[src/rtl/pe_stream_server_if.sv]
// Word stream from pe_stream_server to the PE: valid/ready handshake with data,
// source channel and end-of-request flag.
interface pe_stream_server_if #(
  parameter int DATA_W = 16,
  parameter int CH_W   = 3
);
  logic              stream_valid;
  logic              stream_ready;
  logic [DATA_W-1:0] stream_data;
  logic [CH_W-1:0]   stream_ch;
  logic              stream_last;

  modport master (output stream_valid, stream_data, stream_ch, stream_last,
                  input  stream_ready);
  modport slave  (input  stream_valid, stream_data, stream_ch, stream_last,
                  output stream_ready);
endinterface

[src/rtl/pe_stream_server.sv]
// Serves PE stream requests: reads activation/filter words channel by channel into
// a 3-deep FIFO and streams them out. Optional macro: PE_STREAM_STALL_CNT_EN.
module pe_stream_server #(
  parameter int DATA_W      = 16,
  parameter int MAX_CH      = 8,
  parameter int MAX_LEN     = 256,
  parameter int LEN_W       = $clog2(MAX_LEN) + 1,
  parameter int FILTER_BASE = MAX_CH * MAX_LEN,
  parameter int ADDR_W      = $clog2(FILTER_BASE * 2),
  parameter int CH_W        = $clog2(MAX_CH)
) (
  input  logic                    clk,
  input  logic                    rst_n,
  input  logic                    req_valid,
  output logic                    req_ready,
  input  logic                    req_is_filter,
  input  logic [MAX_CH-1:0]       req_ch_mask,
  input  logic [MAX_CH*LEN_W-1:0] num_of_compressed_data,
  input  logic [LEN_W-1:0]        num_of_compressed_weight,
  output logic                    mem_rd_en,
  output logic [ADDR_W-1:0]       mem_rd_addr,
  input  logic [DATA_W-1:0]       mem_rd_data,
  pe_stream_server_if.master      stream,
  output logic                    Stream_input_finish_PE,
  output logic                    Stream_filter_finish,
  output logic [31:0]             stall_cycles
);

  typedef enum logic [1:0] {IDLE, READ, DRAIN, DONE} state_t;
  state_t state_q, state_d;

  logic              is_filter_q;
  logic [MAX_CH-1:0] qual_q, qual_in;
  logic [LEN_W-1:0]  len_q  [MAX_CH];
  logic [LEN_W-1:0]  len_in [MAX_CH];
  logic [CH_W-1:0]   cur_ch_q, first_ch, next_ch;
  logic [LEN_W-1:0]  idx_q;
  logic              first_found, next_found;

  logic              pend_q, pend_last_q;
  logic [CH_W-1:0]   pend_ch_q;

  logic [DATA_W-1:0] fifo_data [3];
  logic [CH_W-1:0]   fifo_ch   [3];
  logic              fifo_last [3];
  logic [1:0]        rd_ptr_q, wr_ptr_q, count_q;

  logic accept, issue, chan_end, final_read, fifo_valid, push, pop;

  // Per-channel qualification of an incoming request: selected and nonzero length.
  always_comb begin
    first_found = 1'b0;
    first_ch    = '0;
    qual_in     = '0;
    for (int unsigned c = 0; c < MAX_CH; c++) begin
      len_in[c]  = req_is_filter ? num_of_compressed_weight
                                 : num_of_compressed_data[c*LEN_W +: LEN_W];
      qual_in[c] = req_ch_mask[c] && (len_in[c] != '0);
      if (qual_in[c] && !first_found) begin
        first_found = 1'b1;
        first_ch    = CH_W'(c);
      end
    end
  end

  always_comb begin
    next_found = 1'b0;
    next_ch    = cur_ch_q;
    for (int unsigned c = 0; c < MAX_CH; c++) begin
      if (qual_q[c] && (CH_W'(c) > cur_ch_q) && !next_found) begin
        next_found = 1'b1;
        next_ch    = CH_W'(c);
      end
    end
  end

  // Credit counts reads whose data has not yet landed, so the FIFO never overflows.
  always_comb begin
    state_d    = state_q;
    accept     = (state_q == IDLE) && req_valid;
    issue      = (state_q == READ) && ((3'(count_q) + 3'(pend_q)) < 3'd3);
    chan_end   = (idx_q == len_q[cur_ch_q] - LEN_W'(1));
    final_read = issue && chan_end && !next_found;
    fifo_valid = (count_q != 2'd0);
    pop        = fifo_valid && stream.stream_ready;
    push       = pend_q;
    unique case (state_q)
      IDLE:  if (accept) state_d = first_found ? READ : DONE;
      READ:  if (final_read) state_d = DRAIN;
      DRAIN: if (pop && fifo_last[rd_ptr_q]) state_d = DONE;
      DONE:  state_d = IDLE;
      default: state_d = IDLE;
    endcase
  end

  always_ff @(posedge clk or negedge rst_n) begin
    if (!rst_n) state_q <= IDLE;
    else        state_q <= state_d;
  end

  always_ff @(posedge clk or negedge rst_n) begin
    if (!rst_n) begin
      is_filter_q <= 1'b0;
      qual_q      <= '0;
      cur_ch_q    <= '0;
      idx_q       <= '0;
      pend_q      <= 1'b0;
      pend_last_q <= 1'b0;
      pend_ch_q   <= '0;
      rd_ptr_q    <= '0;
      wr_ptr_q    <= '0;
      count_q     <= '0;
      for (int unsigned c = 0; c < MAX_CH; c++) len_q[c] <= '0;
      for (int unsigned i = 0; i < 3; i++) begin
        fifo_data[i] <= '0;
        fifo_ch[i]   <= '0;
        fifo_last[i] <= 1'b0;
      end
    end else begin
      if (accept) begin
        is_filter_q <= req_is_filter;
        qual_q      <= qual_in;
        cur_ch_q    <= first_ch;
        idx_q       <= '0;
        for (int unsigned c = 0; c < MAX_CH; c++) len_q[c] <= len_in[c];
      end else if (issue) begin
        if (chan_end) begin
          cur_ch_q <= next_ch;
          idx_q    <= '0;
        end else begin
          idx_q <= idx_q + LEN_W'(1);
        end
      end
      pend_q      <= issue;
      pend_ch_q   <= cur_ch_q;
      pend_last_q <= final_read;
      if (push) begin
        fifo_data[wr_ptr_q] <= mem_rd_data;
        fifo_ch[wr_ptr_q]   <= pend_ch_q;
        fifo_last[wr_ptr_q] <= pend_last_q;
        wr_ptr_q            <= (wr_ptr_q == 2'd2) ? 2'd0 : wr_ptr_q + 2'd1;
      end
      if (pop) rd_ptr_q <= (rd_ptr_q == 2'd2) ? 2'd0 : rd_ptr_q + 2'd1;
      case ({push, pop})
        2'b10:   count_q <= count_q + 2'd1;
        2'b01:   count_q <= count_q - 2'd1;
        default: count_q <= count_q;
      endcase
    end
  end

  always_comb begin
    mem_rd_addr = '0;
    if (issue)
      mem_rd_addr = (is_filter_q ? ADDR_W'(FILTER_BASE) : ADDR_W'(0))
                  + ADDR_W'(cur_ch_q) * ADDR_W'(MAX_LEN) + ADDR_W'(idx_q);
  end

  assign req_ready              = (state_q == IDLE);
  assign mem_rd_en              = issue;
  assign stream.stream_valid    = fifo_valid;
  assign stream.stream_data     = fifo_valid ? fifo_data[rd_ptr_q] : '0;
  assign stream.stream_ch       = fifo_valid ? fifo_ch[rd_ptr_q] : '0;
  assign stream.stream_last     = fifo_valid && fifo_last[rd_ptr_q];
  assign Stream_input_finish_PE = (state_q == DONE) && !is_filter_q;
  assign Stream_filter_finish   = (state_q == DONE) && is_filter_q;

`ifdef PE_STREAM_STALL_CNT_EN
  logic [31:0] stall_q;
  always_ff @(posedge clk or negedge rst_n) begin
    if (!rst_n)                                              stall_q <= '0;
    else if (accept)                                         stall_q <= '0;
    else if (fifo_valid && !stream.stream_ready && stall_q != '1) stall_q <= stall_q + 32'd1;
  end
  assign stall_cycles = stall_q;
`else
  assign stall_cycles = '0;
`endif

endmodule
[src/flat_wrapper.sv]
// flat-port wrapper written by rule: the top's interface ports become plain ports
module pe_stream_server_flat 
#(
  parameter int DATA_W      = 16,
  parameter int MAX_CH      = 8,
  parameter int MAX_LEN     = 256,
  parameter int LEN_W       = $clog2(MAX_LEN) + 1,
  parameter int FILTER_BASE = MAX_CH * MAX_LEN,
  parameter int ADDR_W      = $clog2(FILTER_BASE * 2),
  parameter int CH_W        = $clog2(MAX_CH)
)
  (clk, rst_n, req_valid, req_ready, req_is_filter, req_ch_mask, num_of_compressed_data, num_of_compressed_weight, mem_rd_en, mem_rd_addr, mem_rd_data, Stream_input_finish_PE, Stream_filter_finish, stall_cycles, stream_stream_valid, stream_stream_data, stream_stream_ch, stream_stream_last, stream_stream_ready);
  pe_stream_server_if #(.DATA_W(DATA_W), .CH_W(CH_W)) stream_i ();
  input  logic clk;
  input  logic rst_n;
  input  logic req_valid;
  output logic req_ready;
  input  logic req_is_filter;
  input  logic [MAX_CH-1:0] req_ch_mask;
  input  logic [MAX_CH*LEN_W-1:0] num_of_compressed_data;
  input  logic [LEN_W-1:0] num_of_compressed_weight;
  output logic mem_rd_en;
  output logic [ADDR_W-1:0] mem_rd_addr;
  input  logic [DATA_W-1:0] mem_rd_data;
  output logic Stream_input_finish_PE;
  output logic Stream_filter_finish;
  output logic [31:0] stall_cycles;
  output wire logic [$bits(stream_i.stream_valid)-1:0] stream_stream_valid;
  output wire logic [$bits(stream_i.stream_data)-1:0] stream_stream_data;
  output wire logic [$bits(stream_i.stream_ch)-1:0] stream_stream_ch;
  output wire logic [$bits(stream_i.stream_last)-1:0] stream_stream_last;
  input wire logic [$bits(stream_i.stream_ready)-1:0] stream_stream_ready;
  assign stream_stream_valid = stream_i.stream_valid;
  assign stream_stream_data = stream_i.stream_data;
  assign stream_stream_ch = stream_i.stream_ch;
  assign stream_stream_last = stream_i.stream_last;
  assign stream_i.stream_ready = stream_stream_ready;
  pe_stream_server #(.DATA_W(DATA_W), .MAX_CH(MAX_CH), .MAX_LEN(MAX_LEN), .LEN_W(LEN_W), .FILTER_BASE(FILTER_BASE), .ADDR_W(ADDR_W), .CH_W(CH_W)) u_core (.clk(clk), .rst_n(rst_n), .req_valid(req_valid), .req_ready(req_ready), .req_is_filter(req_is_filter), .req_ch_mask(req_ch_mask), .num_of_compressed_data(num_of_compressed_data), .num_of_compressed_weight(num_of_compressed_weight), .mem_rd_en(mem_rd_en), .mem_rd_addr(mem_rd_addr), .mem_rd_data(mem_rd_data), .stream(stream_i), .Stream_input_finish_PE(Stream_input_finish_PE), .Stream_filter_finish(Stream_filter_finish), .stall_cycles(stall_cycles));
endmodule
[config.mk]
export PLATFORM = sky130hd
export DESIGN_NAME = pe_stream_server_flat
export DESIGN_NICKNAME = d
export VERILOG_FILES = /design/src/rtl/pe_stream_server_if.sv /design/src/rtl/pe_stream_server.sv /design/src/flat_wrapper.sv
export SDC_FILE = /design/constraint.sdc
export NUM_CORES = 1
export LEC_CHECK = 0
export CAP_MARGIN = 20
export CORE_MARGIN = 4
export CORE_UTILIZATION = 39
export CTS_CLUSTER_DIAMETER = 30
export CTS_CLUSTER_SIZE = 25
export DETAILED_ROUTE_END_ITERATION = 8
export GPL_TIMING_DRIVEN = 0
export HOLD_SLACK_MARGIN = 0.15
export PLACE_DENSITY = 0.65
export SETUP_SLACK_MARGIN = 0.02
export SYNTH_ARGS = -nofsm -noshare
export SYNTH_HDL_FRONTEND = slang
export SYNTH_SLANG_ARGS = --single-unit
[constraint.sdc]
create_clock -name clk -period 3.2 [get_ports clk]
set_input_delay 0.64 -clock clk [delete_from_list [all_inputs] [get_ports clk]]
set_output_delay 0.64 -clock clk [all_outputs]
set_load 0.01 [all_outputs]
==> results_dict.tcl, run 1 <==
set metrics [dict create \
    status "complete, but fails checks" \
    violations "negative setup slack" \
    grt_pass1_wl_um 43900 \
    ioPinCount 179 \
    synth_cells 961 \
    clk-insertion-delay-late_ps 430 \
    slowest_stage "clkdlybuf4s50_1" \
    num_vias 7950 \
    portBuffers 146 \
    cts_buffers 17 \
    slew_violations 0 \
    hp-class "input port to asynchronous set/reset pin" \
    yosysTopAreaCellShare_pct 44.4 \
    slowest_delay_ps 520 \
    die_w_um 162 \
    wl_um 27900 \
    cts_sinks 165 \
    synth_edf_count 0 \
    swShare_pct 38.2 \
    fp.dieArea_um2 26400 \
    synthFlopType "dfrtp_1" \
    switching_power_uw 4440 \
    ant_nets 0 \
    combPwrFrac_pct 51.0 \
    drv_cap 0 \
    track_usage_pct 21.2 \
    multi_input_area_um2 4790 \
    worst_pin_slew_ps 743 \
    finalPower_uw 11600 \
    syn_to_final_growth_pct 31.8 \
    postLayoutCellArea_um2 12300 \
    gp_congestion 0.951 \
    clk_pin_slew_worst_paths_ps 60 \
    yosys_warnings 0 \
    rsz0062_at_grt "yes" \
    yosys.area.top_type "dfrtp_1" \
    grt_max_degree 92 \
    seq_power_share_pct 30.6 \
    initial_core_util_pct 39.7 \
    pwr-share-clk_pct 18.4 \
    cts_hold_buf 0 \
    antenna_found_initial 0 \
    slew_headroom_pct 50.3 \
    cts_tree "done" \
    nets 1298 \
    fill_cells 2169 \
    dpl.hpwl_um 21200 \
    drt_iter0_drc 570 \
    std_cell_rows 56 \
    p_per_area_nw_per_um2 946 \
    root_buffer "clkbuf_16" \
    critPathRequiredTime_ps 3520 \
    layout_worst_path_cycle_share_pct 102 \
    p_int_uw 7170 \
    setup_viol 9 \
    firstDrtPassIters 5 \
    synth.avg_cell_area_um2 9.69 \
    finalNonFillerCells 1509 \
    grt_overflow 0 \
    fin_crit_ps 3280 \
    layout.area.seq_um2 4130 \
    cts_buffer_depth 2 \
    placed_area_um2 11300 \
    crit_fanout 10 \
    leakagePower_uw 0.00525 \
    diodes 0 \
    avgViaCountPerCell 5.27 \
    startpoint_type "input port" \
    layout-drive-gt1-share_pct 18.1 \
    dp_cells 1458 \
    drc 0 \
    fin_skew_ps 9.47 \
    ys_async_sr_fraction_pct 100 \
    cp-end-kind "flip-flop" \
    maxClockFrequency_ghz 0.305 \
    synth_seq_cells 165 \
    peakVddDrop_v 0.000453 \
    yosysSeqAreaShare_pct 44.4 \
    finalWorstSetupSlack_ps -75.6 \
    syn_area_um2 9310 \
    ys_types 71 \
    fp.dieH_um 162 \
    htreeDepth 4 \
    final_core_util_pct 52.3 \
    wl_per_cell_um 18.5 \
    grt_pass1_vias 7984 \
    hold_viol 0 \
    path_cells "clkdlybuf4s50_1, clkbuf_1, clkbuf_2, nor4b_1, o22ai_1, o21ai_1, o21ai_0, and3b_1, o32a_1, a31o_1" \
    worst_ep_arrival_time_ps 3590 \
    path_class "input port to flip-flop" \
    synth_area_leaders "dfrtp_1 (44%), mux2_2 (7.6%), a21oi_1 (5.5%)" \
    core_um2 23500 \
    reg2reg_slack_ps -50 \
]
final timing paths:
kind | from | cells past startpoint | end
worst max-delay path | req_is_filter | 10 | u_core.cur_ch_q[0]$_DFFE_PN0P_
worst min-delay path | rst_n | 1 | u_core.fifo_data[8]$_DFFE_PN0P_
worst max register to register | u_core.cur_ch_q[0]$_DFFE_PN0P_ | 13 | u_core.cur_ch_q[0]$_DFFE_PN0P_
worst min register to register | u_core.cur_ch_q[2]$_DFFE_PN0P_ | 0 | u_core.pend_ch_q[2]$_DFF_PN0_
max in group asynchronous | rst_n | 2 | u_core.cur_ch_q[1]$_DFFE_PN0P_
min in group clk | u_core.cur_ch_q[2]$_DFFE_PN0P_ | 0 | u_core.pend_ch_q[2]$_DFF_PN0_
cell usage in the layout, fill, tap and decap left out, types with 15 or more instances in the layout:
| cell type | n |
|---|---|
| inv_1 | 15 |
| mux2i_1 | 24 |
| and2_1 | 21 |
| nor4_1 | 15 |
| nor3_1 | 20 |
| nor2_1 | 72 |
| conb_1 | 32 |
| buf_4 | 51 |
| dfrtp_1 | 164 |
| mux2_2 | 63 |
| o21ai_0 | 98 |
| nand2_1 | 101 |
| a21oi_1 | 102 |
| clkbuf_16 | 17 |
| clkdlybuf4s50_1 | 133 |
| clkbuf_1 | 43 |
synthesized netlist by cell type (all sizes together) (2+ instances only):
| master | number |
|---|---|
| a211o | 2 |
| a21boi | 2 |
| a21o | 3 |
| a21oi | 103 |
| a22oi | 4 |
| a2bb2oi | 2 |
| a31o | 2 |
| a31oi | 6 |
| and2 | 21 |
| and3 | 4 |
| buf | 48 |
| clkbuf | 51 |
| dfrtp | 165 |
| ha | 11 |
| inv | 16 |
| mux2 | 64 |
| mux2i | 30 |
| mux4 | 16 |
| nand2 | 101 |
| nand2b | 7 |
| nand3 | 10 |
| nor2 | 79 |
| nor2b | 10 |
| nor3 | 20 |
| nor3b | 4 |
| nor4 | 16 |
| nor4b | 4 |
| o211ai | 2 |
| o21a | 3 |
| o21ai | 100 |
| o22ai | 9 |
| o31a | 2 |
| o31ai | 5 |
| or3 | 3 |
| or4 | 2 |
| xnor2 | 8 |
| xor2 | 11 |
stage by stage:
step           hold slack (ps)  setup slack (ps)  setup TNS [ps]
2_1_floorplan              344              30.2               0
3_3_place_gp               390             -5320         -885000
3_5_place_dp               370              -757           -9230
4_1_cts                    193             -73.3            -200
5_1_grt                    205              -190           -2020
6_report                   164             -75.6            -153
cells by family (layout without fill, tap and decap cells):
| kind of cell | count (synthesis) | count (layout) | synth area share [%] |
|---|---|---|---|
| simple gates | 285 | 285 | 14.3 |
| mux | 110 | 110 | 15.7 |
| other cells | 1 | 32 | 0.0403 |
| xor+xnor | 19 | 19 | 1.79 |
| compound gates | 255 | 255 | 15.8 |
| fa+ha+maj | 11 | 11 | 1.48 |
| flops | 165 | 165 | 44.4 |
| buf+inv | 115 | 313 | 6.53 |
sequential cells by signal, summed over array words and instances (netlist names), 3 cells and up:
name and cells:
u_core.cur_ch_q 3, u_core.fifo_ch 9, u_core.fifo_data 48, u_core.fifo_last 3, u_core.idx_q 9, u_core.len_q 72
u_core.pend_ch_q 3, u_core.qual_q 7
power by group through the flow:
stage          sequential [µW]  combinational [µW]  clock [µW]
5_1_grt                   3660                6500        2270
4_1_cts                   3530                5700        2160
3_3_place_gp              3550                5200           0
2_1_floorplan             3390                3700           0
6_report                  3550                5920        2130
3_5_place_dp              3590                5290           0
final cells by class:
type	instances	share of cell area (%)
Inverter	16	0.490
Multi-Input combinational cell	712	39.1
Clock buffer	19	3.69
Timing Repair Buffer	167	13.7
Sequential cell	165	33.7
Tap cell	319	3.25
Buffer	98	4.78
Clock inverter	13	1.38
layer usage:
metal	global-route usage (%)	routed length, µm	vias to the layer above
li1	-	-	3777
met1	28.8	12500	3784
met2	33.4	12500	320
met3	4.07	1640	69
met4	9.19	1220	0
met5	0	0	-
worst max-delay path, delay by kind of cell:
family,cells,cell delay [ps]
AND/OR/NAND/NOR,2,550
AO/OA/AOI/OAI,5,1220
buffers and inverters,3,1180
repair_timing:
item / CTS / global route
resized for setup: 40 / 21
cloned: 1 / 0
endpoints found under the setup margin: 45 / 27
pin swaps: 16 / 12
setup buffers: 15 / 4
(Power assumes the default switching activity.)
==> run 2: changes to the inputs <==
--- a/config.mk
+++ b/config.mk
@@ -6,14 +6,15 @@
 export NUM_CORES = 1
 export LEC_CHECK = 0
 export CAP_MARGIN = 20
-export CORE_MARGIN = 4
-export CORE_UTILIZATION = 39
+export CORE_MARGIN = 2
+export CORE_UTILIZATION = 45
+export CTS_BUF_LIST = sky130_fd_sc_hd__clkbuf_8
 export CTS_CLUSTER_DIAMETER = 30
 export CTS_CLUSTER_SIZE = 25
 export DETAILED_ROUTE_END_ITERATION = 8
 export GPL_TIMING_DRIVEN = 0
 export HOLD_SLACK_MARGIN = 0.15
-export PLACE_DENSITY = 0.65
+export PLACE_DENSITY = 0.74
 export SETUP_SLACK_MARGIN = 0.02
 export SYNTH_ARGS = -nofsm -noshare
 export SYNTH_HDL_FRONTEND = slang
==> run 2 against run 1 <==
The run still ends with negative setup slack left; die area down 17%; clock power fell by 26%; final cell count decreased by 3.5%; sequential power about the same; hold slack gained 250 ps; power fell by 6.4%; register-to-register slack barely moved; clock skew is 6.6 ps higher; clock-buffer cell count down 1; via count is 0.70% higher; routed wire length shrank 3.3%.
==> results_dict.tcl, run 2 (same netlist as run 1, synthesis figures left out) <==
set metrics [dict create \
    drc 0 \
    fin_crit_ps 3250 \
    path_delay_family "compound AO/OA/AOI/OAI gates" \
    leakagePower_uw 0.00512 \
    startpoint_type "flip-flop" \
    multi_input_area_um2 4750 \
    crit_fanout 7 \
    antenna_found_initial 0 \
    core_um2 20300 \
    portBuffers 146 \
    wl_per_cell_um 18.5 \
    layout.area.seq_um2 4130 \
    whs_endpoint "u_core.pend_ch_q[2]$_DFF_PN0_" \
    wl_um 27000 \
    cp-end-kind "flip-flop" \
    timing.rr.end "u_core.cur_ch_q[0]$_DFFE_PN0P_" \
    top_usage_layer "met2" \
    gp_congestion 1.01 \
    final_cell_mix "dfrtp_1 (164), clkdlybuf4s50_1 (132), a21oi_1 (103), nand2_1 (101), o21ai_0 (96)" \
    ant_nets 0 \
    hp-class "flip-flop to flip-flop" \
    setup_viol 11 \
    p_per_area_nw_per_um2 913 \
    num_vias 8006 \
    whs_ps 419 \
    status "complete, but fails checks" \
    slew_violations 0 \
    hold_viol 0 \
    dpl.hpwl_um 20200 \
    fp.dieH_um 148 \
    grt_pass1_vias 8019 \
    htreeDepth 4 \
    worstHoldStart "u_core.cur_ch_q[2]$_DFFE_PN0P_" \
    path_class "flip-flop to flip-flop" \
    drv_cap 0 \
    cts_tree "done" \
    die_w_um 148 \
    crit_buf_inv 3 \
    worst_ep_arrival_time_ps 3610 \
    fp.dieArea_um2 21900 \
    finalWorstSetupSlack_ps -52.6 \
    slew_headroom_pct 47.0 \
    violations "negative setup slack" \
    critPathRequiredTime_ps 3560 \
    clk-insertion-delay-late_ps 470 \
    std_cell_rows 52 \
    reg2reg_depth 12 \
    drt_iter0_drc 648 \
    initial_core_util_pct 45.9 \
    grt_util_met2_pct 41.3 \
    peakVddDrop_v 0.000367 \
    worst_pin_slew_ps 784 \
    fill_cells 1799 \
    cts_sinks 165 \
    layout-drive-gt1-share_pct 17.6 \
    grt_overflow 0 \
    cts_buffers 17 \
    finalPower_uw 10900 \
    grt_max_degree 123 \
    maxClockFrequency_ghz 0.307 \
    nets 1294 \
    ioPinCount 179 \
    finalNonFillerCells 1456 \
    root_buffer "clkbuf_8" \
    grt_pass1_wl_um 43300 \
    r2r_start "u_core.cur_ch_q[0]$_DFFE_PN0P_" \
    reg2reg_slack_ps -50 \
    track_usage_pct 25.4 \
    met1_usage_pct 33.6 \
    dp_cells 1409 \
    reg_top3 "u_core.len_q (72), u_core.fifo_data (48)" \
    diodes 0 \
    path_cells "buf_8, buf_12, mux4_2, mux2i_4, ha_4, o211ai_4, nor4b_2, a211oi_2, a2111o_1, buf_6, o311a_1, a31o_1" \
    layout_worst_path_cycle_share_pct 102 \
    fin_skew_ps 16.1 \
    syn_to_final_growth_pct 27.8 \
    final_common_cell "dfrtp_1" \
    firstDrtPassIters 7 \
    cts_buffer_depth 2 \
    largest_reg_flops 72 \
    largest_register "u_core.len_q" \
    slowest_stage "mux4_2" \
    slowest_delay_ps 590 \
    use_met3_pct 4.75 \
    crit_path_start "u_core.cur_ch_q[0]$_DFFE_PN0P_" \
    avgViaCountPerCell 5.50 \
    rsz0062_at_grt "yes" \
    hold_depth 0 \
    clk_pin_slew_worst_paths_ps 90 \
]
==> run 2: cell types whose count changed in the layout (fill, tap and decap cells not counted), moves of 3 or more <==
cell	delta
clkinv_4	-5
buf_4	-3
o21ai_1	+3
clkbuf_8	+16
mux4_1	-3
clkbuf_16	-17
mux4_2	+3
==> run 2: metal layers <==
layer | routed length, µm | part of all wire (%) | up-vias
li1 | - | - | 3761
met5 | 0 | 0 | -
met1 | 11600 | 43 | 3828
met4 | 794 | 2.9 | 0
met3 | 2020 | 7.5 | 41
met2 | 12500 | 47 | 376
==> run 2: report_power, final <==
part | total [µW] | internal (µW) | switching [µW] | leakage [µW]
registers | 3550 | 3000 | 546 | 0.00205
clock network | 1570 | 737 | 836 | 0.000206
logic | 5740 | 2770 | 2970 | 0.00286
total | 10900 | 6510 | 4350 | 0.00512
==> run 2: stage by stage <==
step	TNS [ps]	instance area [µm²]	util, %	setup slack (ps)
2_1_floorplan	0	9430	-	30.2
3_3_place_gp	-855840	11200	55.3	-5160
3_5_place_dp	-8730	11300	55.5	-682
4_1_cts	-189	11900	58.5	-80.7
5_1_grt	-1390	11900	58.6	-168
6_report	-196	11900	58.6	-52.6
==> run 2: cell type report <==
cell class | instances | share of cell area (%)
buffer | 98 | 4.96
clock buffer | 18 | 2.08
clock inverter | 14 | 1.37
inverter | 16 | 0.526
multi-input combinational | 712 | 39.9
sequential | 165 | 34.7
tap | 270 | 2.84
timing repair buffer | 163 | 13.6
==> run 2: repair_timing <==
| action | 4_1_cts | 5_1_grt |
|---|---|---|
| hold buffers | 1 | 0 |
| resized for setup | 40 | 25 |
| pin swaps | 10 | 8 |
| buffers inserted | 15 | 0 |
| endpoints found under the hold margin | 43 | 0 |
| setup endpoints to repair | 45 | 31 |
==> run 2: how the worst max path moves through the flow <==
| stage | cells after the start | endpoint | slack, ps |
|---|---|---|---|
| floorplan | 12 | u_core.cur_ch_q[0]$_DFFE_PN0P_ | 30 |
| global placement | 1 | u_core.len_q[54]$_DFFE_PN0P_ | -5160 |
| detailed placement | 12 | u_core.cur_ch_q[0]$_DFFE_PN0P_ | -680 |
| CTS | 12 | u_core.cur_ch_q[1]$_DFFE_PN0P_ | -80 |
| global route | 12 | u_core.state_q[1]$_DFFE_PN0P_ | -170 |
| finish | 12 | u_core.cur_ch_q[0]$_DFFE_PN0P_ | -50 |
